--- src/rtl/eb3_spi_pkg.sv ---
// +----------------------------------------------------------------------+
// | eb3_spi_pkg -- shared widths, bit indices and FSM states for SPI.    |
// | Rev 1.0                                                              |
// +----------------------------------------------------------------------+
`default_nettype none

package eb3_spi_pkg;

  localparam int WORD_W = 16;

  // Received word layout
  localparam int EOP_BIT   = 15;
  localparam int VALID_BIT = 14;

  // Status word layout
  localparam int ST_REQ_BIT    = 15;
  localparam int ST_UNDER_BIT  = 14;
  localparam int ST_OVER_BIT   = 13;
  localparam int ST_FE_BIT     = 12;
  localparam int ST_VER_HI     = 11;
  localparam int ST_VER_LO     = 8;
  localparam int ST_CNT_HI     = 7;
  localparam int ST_CNT_LO     = 0;

  localparam logic [3:0] VERSION = 4'h1;

  typedef enum logic [1:0] {
    ST_IDLE   = 2'd0,
    ST_SHIFT  = 2'd1,
    ST_STROBE = 2'd2
  } spi_state_e;

endpackage

`default_nettype wire

--- src/rtl/spi_word_slave_sync2.sv ---
// +----------------------------------------------------------------------+
// | sync2 -- two-flop synchronizer with configurable reset level.        |
// | Rev 1.0                                                              |
// +----------------------------------------------------------------------+
`default_nettype none

module sync2 #(
  parameter logic RESET_VAL = 1'b0
) (
  input  logic clk,
  input  logic reset,
  input  logic d,
  output logic q
);

  logic meta_q, meta_d;
  logic sync_q, sync_d;

  always_comb begin
    meta_d = d;
    sync_d = meta_q;
  end

  always_ff @(posedge clk or posedge reset) begin
    if (reset) begin
      meta_q <= RESET_VAL;
      sync_q <= RESET_VAL;
    end else begin
      meta_q <= meta_d;
      sync_q <= sync_d;
    end
  end

  assign q = sync_q;

endmodule

`default_nettype wire

--- src/rtl/spi_word_slave.sv ---
// +----------------------------------------------------------------------+
// | spi_word_slave -- SPI mode-0 16-bit word slave with status readback. |
// | Rev 1.0; SPI_WORD_COUNT_EN adds a word counter to status[7:0].       |
// +----------------------------------------------------------------------+
`default_nettype none

module spi_word_slave
  import eb3_spi_pkg::*;
(
  input  logic              clk,
  input  logic              reset,
  input  logic              spi_sclk,
  input  logic              spi_cs_n,
  input  logic              spi_mosi,
  output logic              spi_miso,
  output logic [WORD_W-1:0] spi_data,
  output logic              spi_data_strobe,
  input  logic              spi_data_request,
  input  logic              underflow,
  input  logic              overflow,
  output logic              framing_error
);

  logic sclk_s, cs_n_s, mosi_s;

  sync2 #(.RESET_VAL(1'b0)) u_sync_sclk (.clk(clk), .reset(reset), .d(spi_sclk), .q(sclk_s));
  sync2 #(.RESET_VAL(1'b1)) u_sync_cs_n (.clk(clk), .reset(reset), .d(spi_cs_n), .q(cs_n_s));
  sync2 #(.RESET_VAL(1'b0)) u_sync_mosi (.clk(clk), .reset(reset), .d(spi_mosi), .q(mosi_s));

  spi_state_e        state_q, state_d;
  logic              sclk_prev_q, sclk_prev_d;
  logic              cs_n_prev_q, cs_n_prev_d;
  logic [3:0]        bit_cnt_q, bit_cnt_d;
  logic [WORD_W-1:0] rx_q, rx_d;
  logic [WORD_W-1:0] tx_q, tx_d;
  logic [WORD_W-1:0] data_q, data_d;
  logic              fe_q, fe_d;
  logic              fe_shadow_q, fe_shadow_d;
  logic              strobe_cnt_q, strobe_cnt_d;
`ifdef SPI_WORD_COUNT_EN
  logic [7:0]        word_cnt_q, word_cnt_d;
`endif

  logic              sclk_rise, sclk_fall, cs_fall, cs_rise;
  logic              shift_en, fall_en, word_done;
  logic [WORD_W-1:0] rx_next;
  logic [WORD_W-1:0] status_w;

  assign sclk_rise = sclk_s & ~sclk_prev_q;
  assign sclk_fall = ~sclk_s & sclk_prev_q;
  assign cs_fall   = ~cs_n_s & cs_n_prev_q;
  assign cs_rise   = cs_n_s & ~cs_n_prev_q;
  // Edges are honoured only while CS was low, so a rise landing together
  // with CS release still completes the word.
  assign shift_en  = (state_q != ST_IDLE) && sclk_rise && !cs_n_prev_q;
  assign fall_en   = (state_q != ST_IDLE) && sclk_fall && !cs_n_prev_q;
  assign word_done = shift_en && (bit_cnt_q == 4'hF);
  assign rx_next   = {rx_q[WORD_W-2:0], mosi_s};

  always_comb begin
    status_w                       = '0;
    status_w[ST_REQ_BIT]           = spi_data_request;
    status_w[ST_UNDER_BIT]         = underflow;
    status_w[ST_OVER_BIT]          = overflow;
    status_w[ST_FE_BIT]            = fe_q;
    status_w[ST_VER_HI:ST_VER_LO]  = VERSION;
`ifdef SPI_WORD_COUNT_EN
    status_w[ST_CNT_HI:ST_CNT_LO]  = word_cnt_q;
`endif
  end

  always_comb begin
    state_d      = state_q;
    sclk_prev_d  = sclk_s;
    cs_n_prev_d  = cs_n_s;
    bit_cnt_d    = bit_cnt_q;
    rx_d         = rx_q;
    tx_d         = tx_q;
    data_d       = data_q;
    fe_d         = fe_q;
    fe_shadow_d  = fe_shadow_q;
    strobe_cnt_d = strobe_cnt_q;
`ifdef SPI_WORD_COUNT_EN
    word_cnt_d   = word_cnt_q;
`endif

    case (state_q)
      ST_IDLE: begin
        if (cs_fall) begin
          state_d     = ST_SHIFT;
          bit_cnt_d   = 4'd0;
          tx_d        = status_w;
          fe_shadow_d = fe_q;
        end
      end
      default: begin
        // The strobe always runs its full two cycles, even if CS has gone.
        if (state_q == ST_STROBE) begin
          if (strobe_cnt_q) state_d = cs_n_s ? ST_IDLE : ST_SHIFT;
          else              strobe_cnt_d = 1'b1;
        end else if (cs_n_s) begin
          state_d = ST_IDLE;
        end

        if (shift_en) begin
          rx_d      = rx_next;
          bit_cnt_d = bit_cnt_q + 4'd1;
        end

        if (word_done) begin
          data_d       = rx_next;
          state_d      = ST_STROBE;
          strobe_cnt_d = 1'b0;
`ifdef SPI_WORD_COUNT_EN
          word_cnt_d   = word_cnt_q + 8'd1;
`endif
          if (fe_shadow_q) begin
            fe_d        = 1'b0;
            fe_shadow_d = 1'b0;
          end
        end else if (fall_en) begin
          // The fall after a word boundary presents the next word's MSB.
          if (bit_cnt_q == 4'd0) begin
            tx_d        = status_w;
            fe_shadow_d = fe_q;
          end else begin
            tx_d = {tx_q[WORD_W-2:0], 1'b0};
          end
        end

        if (cs_rise && !word_done && ((bit_cnt_q != 4'd0) || shift_en)) begin
          fe_d = 1'b1;
        end
      end
    endcase
  end

  always_ff @(posedge clk or posedge reset) begin
    if (reset) begin
      state_q      <= ST_IDLE;
      sclk_prev_q  <= 1'b0;
      cs_n_prev_q  <= 1'b1;
      bit_cnt_q    <= 4'd0;
      rx_q         <= '0;
      tx_q         <= '0;
      data_q       <= '0;
      fe_q         <= 1'b0;
      fe_shadow_q  <= 1'b0;
      strobe_cnt_q <= 1'b0;
`ifdef SPI_WORD_COUNT_EN
      word_cnt_q   <= 8'd0;
`endif
    end else begin
      state_q      <= state_d;
      sclk_prev_q  <= sclk_prev_d;
      cs_n_prev_q  <= cs_n_prev_d;
      bit_cnt_q    <= bit_cnt_d;
      rx_q         <= rx_d;
      tx_q         <= tx_d;
      data_q       <= data_d;
      fe_q         <= fe_d;
      fe_shadow_q  <= fe_shadow_d;
      strobe_cnt_q <= strobe_cnt_d;
`ifdef SPI_WORD_COUNT_EN
      word_cnt_q   <= word_cnt_d;
`endif
    end
  end

  assign spi_miso        = (state_q != ST_IDLE) && !cs_n_prev_q && tx_q[WORD_W-1];
  assign spi_data        = data_q;
  assign spi_data_strobe = (state_q == ST_STROBE);
  assign framing_error   = fe_q;

endmodule

`default_nettype wire

--- config.mk ---
export PLATFORM = sky130hd
export DESIGN_NAME = spi_word_slave
export DESIGN_NICKNAME = d
export VERILOG_FILES = /design/src/rtl/eb3_spi_pkg.sv /design/src/rtl/spi_word_slave_sync2.sv /design/src/rtl/spi_word_slave.sv
export SDC_FILE = /design/constraint.sdc
export NUM_CORES = 1
export LEC_CHECK = 0
export BUFFER_PORTS_ARGS = -buffer_cell sky130_fd_sc_hd__buf_2
export CAP_MARGIN = 5
export CORE_MARGIN = 3
export CORE_UTILIZATION = 60
export CTS_BUF_LIST = sky130_fd_sc_hd__clkbuf_8
export CTS_CLUSTER_SIZE = 28
export DETAILED_ROUTE_END_ITERATION = 10
export PLACE_DENSITY = 0.92
export REMOVE_ABC_BUFFERS = 1
export SYNTH_ARGS = -nofsm -noshare
export SYNTH_HDL_FRONTEND = slang
export SYNTH_SLANG_ARGS = --single-unit
--- constraint.sdc ---
create_clock -name clk -period 1.9 [get_ports clk]
set_input_delay 0.38 -clock clk [delete_from_list [all_inputs] [get_ports clk]]
set_output_delay 0.38 -clock clk [all_outputs]
set_load 0.005 [all_outputs]
After elaboration in Yosys (flattened, before gate mapping)
Index checks and enable logic that the tools add are counted.
{"block": "word_totals", "elab_cells": 88, "output_inout_bits": 19, "reg_bits": 64, "input_bits": 8}
{"block": "classes", "muxes": 25, "addsub": 1, "reduce_logical": 32, "n_eq_ne": 5, "bitwise": 9}
{"op": "$mux 16", "n": 5}
{"op": "$mux 2", "n": 6}
{"op": "$mux 4", "n": 3}
{"op": "$reduce_and 3->1", "n": 4}
{"op": "$reduce_bool 2->1", "n": 6}
{"op": "$mux 1", "n": 11}
{"op": "$logic_and 1x1->1", "n": 9}
{"op": "$reduce_and 2->1", "n": 4}
{"op": "$reduce_bool 4->1", "n": 2}
{"op": "$reduce_bool 3->1", "n": 2}
{"op": "$not 1->1", "n": 5}
{"op": "$add 4x1->4 const B", "n": 1}
{"op": "$and 1x1->1", "n": 4}
{"op": "$eq 4x4->1 const B", "n": 1}
{"op": "$logic_not 4->1", "n": 1}
{"op": "$ne 4x1->1 const B", "n": 1}
{"op": "$eq 2x2->1 const B", "n": 1}
{"op": "$logic_not 1->1", "n": 2}
{"op": "$logic_not 2->1", "n": 1}
{"op": "$ne 2x1->1 const B", "n": 1}
{"op": "$ne 2x2->1 const B", "n": 1}
{"op": "$logic_or 1x1->1", "n": 1}

Longest topological paths before layout
Gate-level depths: netlist (run 1).
{"block": "depth", "word_depth": 10, "ltp_mapped": 6, "ltp_nobuf": 5}

Modules after synthesis
From an unflattened synthesis (run 1), not the netlist that was laid out.
{"block": "hier_totals", "hier_cells": 168, "hier_area_um2": 2368.5}
{"mod": "spi_word_slave", "cells_each": 159, "area_each_um2": 2204.6, "seq_area_each_um2": 1252.5, "instances": 1}
{"mod": "sync2 at u_sync_mosi ...", "cells_each": 3, "area_each_um2": 53.8, "seq_area_each_um2": 50.0, "instances": 2}
{"mod": "sync2 at u_sync_cs_n", "cells_each": 3, "area_each_um2": 56.3, "seq_area_each_um2": 52.6, "instances": 1}

Worst setup path before layout (run 1)
Ideal clock, no wire load.
{"block": "synth_timing", "path_kind": "reg-to-reg", "startpoint": "reg bit_cnt_q[0]", "endpoint": "reg tx_q[10]", "setup_time_ns": 0.125, "path_slack_ns": 0.287, "synth_period_minus_slack_ns": 1.613, "path_buffers": 1, "t_arrival_ns": 1.488, "path_stages_with_launch": 7, "t_required_ns": 1.775, "cell_sequence": "dfrtp_1 -> inv_1 -> ha_1 -> or3b_1 -> buf_4 -> and3_1 -> mux2_4"}
{"block": "synth_via", "elab_chain_len": 5, "elab_cells_between_ends": 9, "cone_classes": "2 x eq/ne; 4 x mux; 3 x reduce/logical"}
{"item": "start, declared", "line": "spi_word_slave.sv:33", "text": "logic [3:0] bit_cnt_q, bit_cnt_d;"}
{"item": "start signal, assigned", "line": "spi_word_slave.sv:157", "text": "bit_cnt_q <= bit_cnt_d;"}
{"item": "$logic_not 4->1", "line": "spi_word_slave.sv:123", "text": "if (bit_cnt_q == 4'd0) begin"}
{"item": "$mux 16", "line": "spi_word_slave.sv:123"}
{"item": "$mux 16", "line": "spi_word_slave.sv:121", "text": "end else if (fall_en) begin"}
{"item": "$mux 16", "line": "spi_word_slave.sv:110", "text": "if (word_done) begin"}
{"item": "$mux 16", "line": "spi_word_slave.sv:87", "text": "case (state_q)"}
{"item": "end signal, assigned", "line": "spi_word_slave.sv:159", "text": "tx_q <= tx_d;"}
{"item": "end, declared", "line": "spi_word_slave.sv:35", "text": "logic [WORD_W-1:0] tx_q, tx_d;"}
Parallel ways exist; a longest one is shown, timed or not. The select of a mux whose other input is x is not followed.
A chain may end at the register's enable or synchronous reset.

Worst setup path in the final report (run 1)
{"block": "layout_timing", "startpoint": "reg state_q[1]", "endpoint": "out spi_miso"}
{"block": "layout_via", "elab_chain_len": 3}
{"item": "start, declared", "line": "spi_word_slave.sv:30", "text": "spi_state_e state_q, state_d;"}
{"item": "start signal, assigned", "line": "spi_word_slave.sv:154", "text": "state_q <= state_d;"}
{"item": "$reduce_bool 2->1", "line": "spi_word_slave.sv:170", "text": "assign spi_miso = (state_q != ST_IDLE) && !cs_n_prev_q && tx_q[WORD_W-1];"}
{"item": "$logic_and 1x1->1 (2 in a row)", "line": "spi_word_slave.sv:170"}
{"item": "end, declared", "line": "spi_word_slave.sv:15", "text": "output logic spi_miso,"}
No other way between the ends.

==> impl_table.tex, run 1 <==
\begin{tabular}{lr}
\hline
Metric & Value \\
\hline
\multicolumn{2}{l}{\textbf{Timing}} \\
Number of setup violations in the final report & 0 \\
Relative max-transition margin & 64.2\% \\
Final worst-path cycle share & 95.2\% \\
Final hold violations & 0 \\
Final total negative setup slack & 0 ns \\
Worst hold slack & 0.0818 ns \\
Number of max-slew violations in the final report & 0 \\
RSZ-0062 raised after global routing & false \\
Setup clock skew after layout & 0.0116 ns \\
Least-Margin Pin Slew & 0.536 ns \\
Min Tclk post-route & 1.81 ns \\
Peak clock frequency supported by timing & 553 MHz \\
\multicolumn{2}{l}{\textbf{Detailed routing}} \\
Length of the first detailed-routing pass in iterations & 4 \\
Number of routed nets with antenna violations & 0 \\
Drt wl/cell & 17.0 µm \\
Via-per-instance ratio & 5.88 \\
DRC Markers & 0 \\
Final wirelength & 4150 µm \\
Iter 0 DRT Violations & 114 \\
Vias post-DR & 1434 \\
\multicolumn{2}{l}{\textbf{Synth}} \\
Post-Syn Area per Cell & 14.2 µm² \\
Fraction of post-synthesis cell area in the top cell type by area & 55.5\% \\
Cell accounting for the most synthesized area & sky130\_fd\_sc\_hd\_\_dfrtp\_1 \\
Post-synthesis cell count & 168 \\
Number of unique standard cell types used by synthesis & 42 \\
Top area cells in the synthesized netlist & sky130\_fd\_sc\_hd\_\_dfrtp\_1 55\%, sky130\_fd\_sc\_hd\_\_mux2\_2 11\%, sky130\_fd\_sc\_hd\_\_mux2\_4 6.9\%, sky130\_fd\_sc\_hd\_\_dfstp\_2 3.3\%, sky130\_fd\_sc\_hd\_\_buf\_6 2.4\% \\
Ys Warns & 0 \\
Netlist area before placement & 0.00239 mm² \\
Flip-flop and latch count after synthesis & 56 \\
Post-synthesis sequential area ratio & 58.8\% \\
\multicolumn{2}{l}{\textbf{Floorplanning}} \\
Core box area & 0.00374 mm² \\
Die extent in x & 69.1 µm \\
Initial core utilization & 63.8\% \\
Number of top-level pins & 27 \\
Number of rows in the core area & 22 \\
Area of the die & 0.00478 mm² \\
Height of the chip & 69.1 µm \\
\multicolumn{2}{l}{\textbf{Worst hold path}} \\
Hold Crit Class & input port to asynchronous set/reset pin \\
\multicolumn{2}{l}{\textbf{Clocking}} \\
Clock buffer depth & 2 \\
Number of setup buffers added after CTS & 0 \\
Skew-Pair Late Insertion Delay & 0.31 ns \\
Number of buffers created by CTS & 5 \\
Clk sinks & 56 \\
Clock tree from TritonCTS & built \\
H-Tree Level Count & 2 \\
CTS root buffer & sky130\_fd\_sc\_hd\_\_clkbuf\_8 \\
CTS clock-pin slew for the worst setup and hold paths & 0.10 ns \\
\multicolumn{2}{l}{\textbf{Global route}} \\
Met1 Track Usage GR & 24.4\% \\
GRT Total Usage & 18.3\% \\
Grt met3 use & 3.64\% \\
Busiest layer in global routing & met2 \\
Overall overflow remaining after global route & 0 \\
Grt met2 use & 30.0\% \\
Number of antenna violations at the first check in global routing & 0 \\
Largest net degree at the start of global routing & 36 \\
Number of global-route vias before repair & 1498 \\
Wire length of the first global-routing pass & 7100 µm \\
\multicolumn{2}{l}{\textbf{Critical path}} \\
Setup Crit Path Kind & flop to primary output \\
Endpoint arrival time on the critical path & 1.43 ns \\
Max Fanout on Critical Path & 12 \\
Required time worst endpoint & 1.52 ns \\
Crit start category & flop \\
Crit. End Element & primary output \\
\multicolumn{2}{l}{\textbf{Power and ir drop}} \\
Static power due to leakage & 1.34 nW \\
Pwr Density & 868 mW/mm² \\
IR drop worst, VDD & 0.567 mV \\
\multicolumn{2}{l}{\textbf{Layout}} \\
Top library cells by usage in the layout, fill and taps aside & 52 x sky130\_fd\_sc\_hd\_\_dfrtp\_1, 26 x sky130\_fd\_sc\_hd\_\_buf\_2, 24 x sky130\_fd\_sc\_hd\_\_mux2\_2, 11 x sky130\_fd\_sc\_hd\_\_mux2\_4, 6 x sky130\_fd\_sc\_hd\_\_o21ai\_0 \\
Layout cells sized above 1 & 44.4\% \\
Number of nets in the final layout & 205 \\
Most common library cell in the layout ignoring fill and taps & sky130\_fd\_sc\_hd\_\_dfrtp\_1 \\
Area Overhead vs Synth & 11.4\% \\
Diodes inserted & 0 \\
\multicolumn{2}{l}{\textbf{Placement}} \\
Detailed placement HPWL & 2930 µm \\
Routability Congestion & 0.797 \\
Port-buffer cells & 26 \\
\multicolumn{2}{l}{\textbf{Outcome}} \\
Outcome & complete, no violations \\
\multicolumn{2}{l}{\textbf{Job}} \\
Max Cap Violations & 0 \\
\hline
\end{tabular}
cells by family (layout without fill, tap and decap cells):
group	count (synthesis)	after routing	share of synthesized area, %
AO/OA/AOI/OAI	29	29	8.43
adder cells (fa/ha/maj)	2	2	1.05
buffers and inverters	16	44	4.71
flip-flops	56	56	58.8
multiplexers	37	37	19.1
AND/OR/NAND/NOR	28	28	7.96
registers in the layout (all words and copies together) (netlist names):
register,count
bit_cnt_q,4
cs_n_prev_q,1
fe_shadow_q,1
framing_error,1
rx_q,15
sclk_prev_q,1
spi_data,16
state_q,2
strobe_cnt_q,1
tx_q,8
u_sync_cs_n.meta_q,1
u_sync_cs_n.q,1
u_sync_mosi.meta_q,1
u_sync_mosi.q,1
u_sync_sclk.meta_q,1
u_sync_sclk.q,1
critical path, stage by stage, from the launching register on:
cell                      delay, ns
sky130_fd_sc_hd__dfrtp_1       0.53
sky130_fd_sc_hd__o21ba_2       0.33
sky130_fd_sc_hd__and2_1        0.16
sky130_fd_sc_hd__buf_2         0.10
repair_timing:
| action | in CTS | in global routing |
|---|---|---|
| hold buffers | 0 | 0 |
| endpoints found under the setup margin | 0 | 1 |
| resized for setup | 0 | 1 |
per-layer routing:
layer / vias to the layer above / share of wire [%]
met5: - / 0
met3: 6 / 4.2
met4: 0 / 1.0
met2: 47 / 50
li1: 657 / -
met1: 724 / 44
cell usage after synthesis, drive strengths merged:
cell type and count:
and2b 1, o31ai 2, a211oi 4, nand2 2, ha 2, or2 1
o22ai 1, and3 3, buf 7, nor4b 1, mux2i 2, o21ba 1
a311oi 1, inv 6, nor3b 1, o21ai 6, nand4bb 1, a21o 3
o21a 1, a31o 1, o211ai 2, dfrtp 53, nand4 1, nand3 5
a31oi 5, clkbuf 3, mux2 35, or3b 1, or4 1, a21oi 2
nor2b 2, nor2 5, dfstp 3, nor3 1, and2 2
cell type report:
type                            instances  area (µm²)
Multi-Input combinational cell         96         872
Inverter                                6        22.5
Clock buffer                            5        68.8
Tap cell                               48        60.1
Clock inverter                          3        47.5
Fill cell                             258        1080
Timing Repair Buffer                   30         185
Sequential cell                        56        1410
final timing paths:
path                            slack [ns]  cells after the start            endpoint          startpoint
worst max-delay path                  0.09                      3            spi_miso          state_q[1]
worst min-delay path                  0.08                      2         spi_data[5]               reset
worst max register to register        0.11                      5            tx_q[11]        bit_cnt_q[0]
worst min register to register        0.37                      0       u_sync_cs_n.q  u_sync_cs_n.meta_q
max in group asynchronous             1.20                      3  u_sync_cs_n.meta_q               reset
min in group clk                      0.17                      1  u_sync_sclk.meta_q            spi_sclk
power breakdown:
part	switching (mW)	leakage, nW	total [mW]	internal [mW]
registers	0.0514	0.730	1.32	1.27
logic	0.118	0.548	0.209	0.0916
clock network	0.385	0.0583	0.783	0.397
through the flow:
step	instances	area [µm²]	power [mW]	util [%]	setup slack, ns
after floorplan	158	2300	1.47	-	0.154
after global placement	236	2540	1.53	68.0	0.214
after detailed placement	236	2540	1.55	68.0	0.144
after CTS	244	2660	2.33	71.1	0.0649
after global routing	244	2660	2.42	71.1	0.0107
final	244	2660	2.31	71.1	0.0912
Note: power is estimated with default switching activity, not from simulation.
==> run 2: changes to the inputs <==
--- a/config.mk
+++ b/config.mk
@@ -8,11 +8,11 @@
 export BUFFER_PORTS_ARGS = -buffer_cell sky130_fd_sc_hd__buf_2
 export CAP_MARGIN = 5
 export CORE_MARGIN = 3
-export CORE_UTILIZATION = 60
+export CORE_UTILIZATION = 45
 export CTS_BUF_LIST = sky130_fd_sc_hd__clkbuf_8
 export CTS_CLUSTER_SIZE = 28
 export DETAILED_ROUTE_END_ITERATION = 10
-export PLACE_DENSITY = 0.92
+export PLACE_DENSITY = 0.74
 export REMOVE_ABC_BUFFERS = 1
 export SYNTH_ARGS = -nofsm -noshare
 export SYNTH_HDL_FRONTEND = slang
==> impl_table.tex, run 2 (synthesis gave the netlist of run 1 again) <==
\begin{tabular}{lr}
\hline
Metric & Value \\
\hline
\multicolumn{2}{l}{\textbf{Critical path}} \\
Required time worst endpoint & 1.52 ns (about the same) \\
Longest individual stage delay on the worst path & 0.49 ns (was 0.53 ns) \\
Startpoint of the most critical setup path & state\_q[1] (unchanged) \\
CP cell instances & o21ba\_2 > and2\_1 > buf\_2 (unchanged) \\
Number of buffers and inverters on the critical path & 1 (unchanged) \\
Setup Crit Path Kind & flop to primary output (unchanged) \\
Crit start category & flop (unchanged) \\
Critical path's top delay family & flip-flops (unchanged) \\
Start of the worst register-to-register path & bit\_cnt\_q[0] (unchanged) \\
Endpoint arrival time on the critical path & 1.42 ns (was 1.43 ns) \\
Slowest-stage cell, CP & sky130\_fd\_sc\_hd\_\_dfrtp\_1 (unchanged) \\
Max Fanout on Critical Path & 12 (unchanged) \\
Crit. End Element & primary output (unchanged) \\
\multicolumn{2}{l}{\textbf{Clocking}} \\
CTS root buffer & sky130\_fd\_sc\_hd\_\_clkbuf\_8 (unchanged) \\
Number of setup buffers added after CTS & 0 (unchanged) \\
CTS clock-pin slew for the worst setup and hold paths & 0.09 ns (was 0.10 ns) \\
Number of gates resized after CTS & 0 (unchanged) \\
Clk sinks & 56 (unchanged) \\
Clock buffer depth & 2 (unchanged) \\
Number of buffers created by CTS & 5 (unchanged) \\
CTS Hold Buffers Added & 0 (unchanged) \\
Skew-Pair Late Insertion Delay & 0.31 ns (about the same) \\
Clock tree from TritonCTS & built (unchanged) \\
H-Tree Level Count & 2 (unchanged) \\
\multicolumn{2}{l}{\textbf{Floorplanning}} \\
Core box area & 0.00491 mm² (was 0.00374 mm²) \\
Die extent in x & 78.9 µm (was 69.1 µm) \\
Number of top-level pins & 27 (unchanged) \\
Height of the chip & 78.9 µm (was 69.1 µm) \\
Number of rows in the core area & 25 (was 22) \\
Area of the die & 0.00622 mm² (was 0.00478 mm²) \\
Initial core utilization & 48.7\% (was 63.8\%) \\
\multicolumn{2}{l}{\textbf{Outcome}} \\
Outcome & complete, no violations (unchanged) \\
\multicolumn{2}{l}{\textbf{Power and ir drop}} \\
Pwr Density & 814 mW/mm² (was 868 mW/mm²) \\
Static power due to leakage & 1.34 nW (about the same) \\
IR drop worst, VDD & 0.482 mV (was 0.567 mV) \\
Sw power & 0.544 mW (was 0.554 mW) \\
Pint & 1.62 mW (was 1.76 mW) \\
Proportion of power drawn by the clock network & 29.5\% (was 33.9\%) \\
Portion of total power attributed to combinational logic & 9.5\% (was 9.1\%) \\
Sequential fraction of design power & 61.0\% (was 57.1\%) \\
Sw frac & 25.2\% (was 24.0\%) \\
\multicolumn{2}{l}{\textbf{Timing}} \\
Worst hold slack & 0.0530 ns (was 0.0818 ns) \\
Final total negative setup slack & 0 ns (unchanged) \\
Final worst-path cycle share & 94.6\% (was 95.2\%) \\
Min Tclk post-route & 1.80 ns (was 1.81 ns) \\
Number of setup violations in the final report & 0 (unchanged) \\
Least-Margin Pin Slew & 0.453 ns (was 0.536 ns) \\
Peak clock frequency supported by timing & 556 MHz (was 553 MHz) \\
Final hold violations & 0 (unchanged) \\
RSZ-0062 raised after global routing & false (unchanged) \\
Relative max-transition margin & 69.7\% (was 64.2\%) \\
Setup clock skew after layout & 0.0135 ns (was 0.0116 ns) \\
Number of max-slew violations in the final report & 0 (unchanged) \\
\multicolumn{2}{l}{\textbf{Placement}} \\
Port-buffer cells & 26 (unchanged) \\
Detailed placement HPWL & 2640 µm (was 2930 µm) \\
Routability Congestion & 0.849 (was 0.797) \\
Total placed instance area & 0.00257 mm² (was 0.00254 mm²) \\
\multicolumn{2}{l}{\textbf{Global route}} \\
Number of antenna violations at the first check in global routing & 0 (unchanged) \\
Overall overflow remaining after global route & 0 (unchanged) \\
GRT Total Usage & 13.9\% (was 18.3\%) \\
Largest net degree at the start of global routing & 40 (was 36) \\
Number of global-route vias before repair & 1365 (was 1498) \\
Wire length of the first global-routing pass & 6760 µm (was 7100 µm) \\
\multicolumn{2}{l}{\textbf{Detailed routing}} \\
Iter 0 DRT Violations & 68 (was 114) \\
Length of the first detailed-routing pass in iterations & 4 (unchanged) \\
Via-per-instance ratio & 5.23 (was 5.88) \\
Final wirelength & 3840 µm (was 4150 µm) \\
Drt wl/cell & 14.5 µm (was 17.0 µm) \\
DRC Markers & 0 (unchanged) \\
Vias post-DR & 1386 (was 1434) \\
Number of routed nets with antenna violations & 0 (unchanged) \\
\multicolumn{2}{l}{\textbf{Layout}} \\
Number of nets in the final layout & 207 (was 205) \\
Top library cells by usage in the layout, fill and taps aside & 52 x sky130\_fd\_sc\_hd\_\_dfrtp\_1, 26 x sky130\_fd\_sc\_hd\_\_buf\_2, 24 x sky130\_fd\_sc\_hd\_\_mux2\_2, 11 x sky130\_fd\_sc\_hd\_\_mux2\_4, 7 x sky130\_fd\_sc\_hd\_\_inv\_1 (was 52 x sky130\_fd\_sc\_hd\_\_dfrtp\_1, 26 x sky130\_fd\_sc\_hd\_\_buf\_2, 24 x sky130\_fd\_sc\_hd\_\_mux2\_2, 11 x sky130\_fd\_sc\_hd\_\_mux2\_4, 6 x sky130\_fd\_sc\_hd\_\_o21ai\_0) \\
Diodes inserted & 0 (unchanged) \\
Area Overhead vs Synth & 11.2\% (was 11.4\%) \\
Design area & 0.00266 mm² (about the same) \\
Most common library cell in the layout ignoring fill and taps & sky130\_fd\_sc\_hd\_\_dfrtp\_1 (unchanged) \\
Largest register FFs & 16 (unchanged) \\
Layout cells sized above 1 & 43.9\% (was 44.4\%) \\
\multicolumn{2}{l}{\textbf{Job}} \\
Max Cap Violations & 0 (unchanged) \\
\multicolumn{2}{l}{\textbf{Worst hold path}} \\
Hold Crit Class & input port to asynchronous set/reset pin (unchanged) \\
\hline
\end{tabular}
[run 2: metrics by stage]
step	worst slack [ns]	util [%]	total power [mW]	std cells
floorplan	0.154	-	1.47	158
global placement	0.191	52.4	1.54	257
detailed placement	0.163	52.4	1.55	257
CTS	0.0637	54.1	2.19	265
global route	0.00408	54.1	2.27	265
finish	0.102	54.1	2.16	265
[run 2: power by group through the flow]
stage,Sequential [mW],Combinational [mW],Clock [mW]
4_1_cts,1.32,0.207,0.662
3_3_place_gp,1.34,0.201,0
5_1_grt,1.33,0.230,0.706
3_5_place_dp,1.34,0.205,0
6_report,1.32,0.205,0.639
2_1_floorplan,1.33,0.145,0
[run 2: area by class of cell]
cell class	count	area, µm²
repair buffers	32	188
inverters	6	22.5
clock inverters	3	16.3
clock buffers	5	68.8
multi-input cells	96	872
well taps	67	83.8
flip-flops and latches	56	1410
fillers	429	2250
[run 2: per-layer routing]
layer	vias to the layer above	global-route usage, %	routed length (µm)
li1	662	-	-
met1	679	19.9	1870
met2	39	20.4	1720
met3	6	3.85	192
met4	0	4.64	56
met5	-	0	0
[run 2: path summary, 6_finish.rpt]
kind | end | slack (ns) | cells after the start
max | spi_miso | 0.10 | 3
min | rx_q[1] | 0.05 | 2
max reg2reg | tx_q[9] | 0.17 | 5
min reg2reg | u_sync_cs_n.q | 0.36 | 0
max in group asynchronous | spi_data[9] | 1.32 | 3
min in group clk | u_sync_cs_n.meta_q | 0.17 | 1
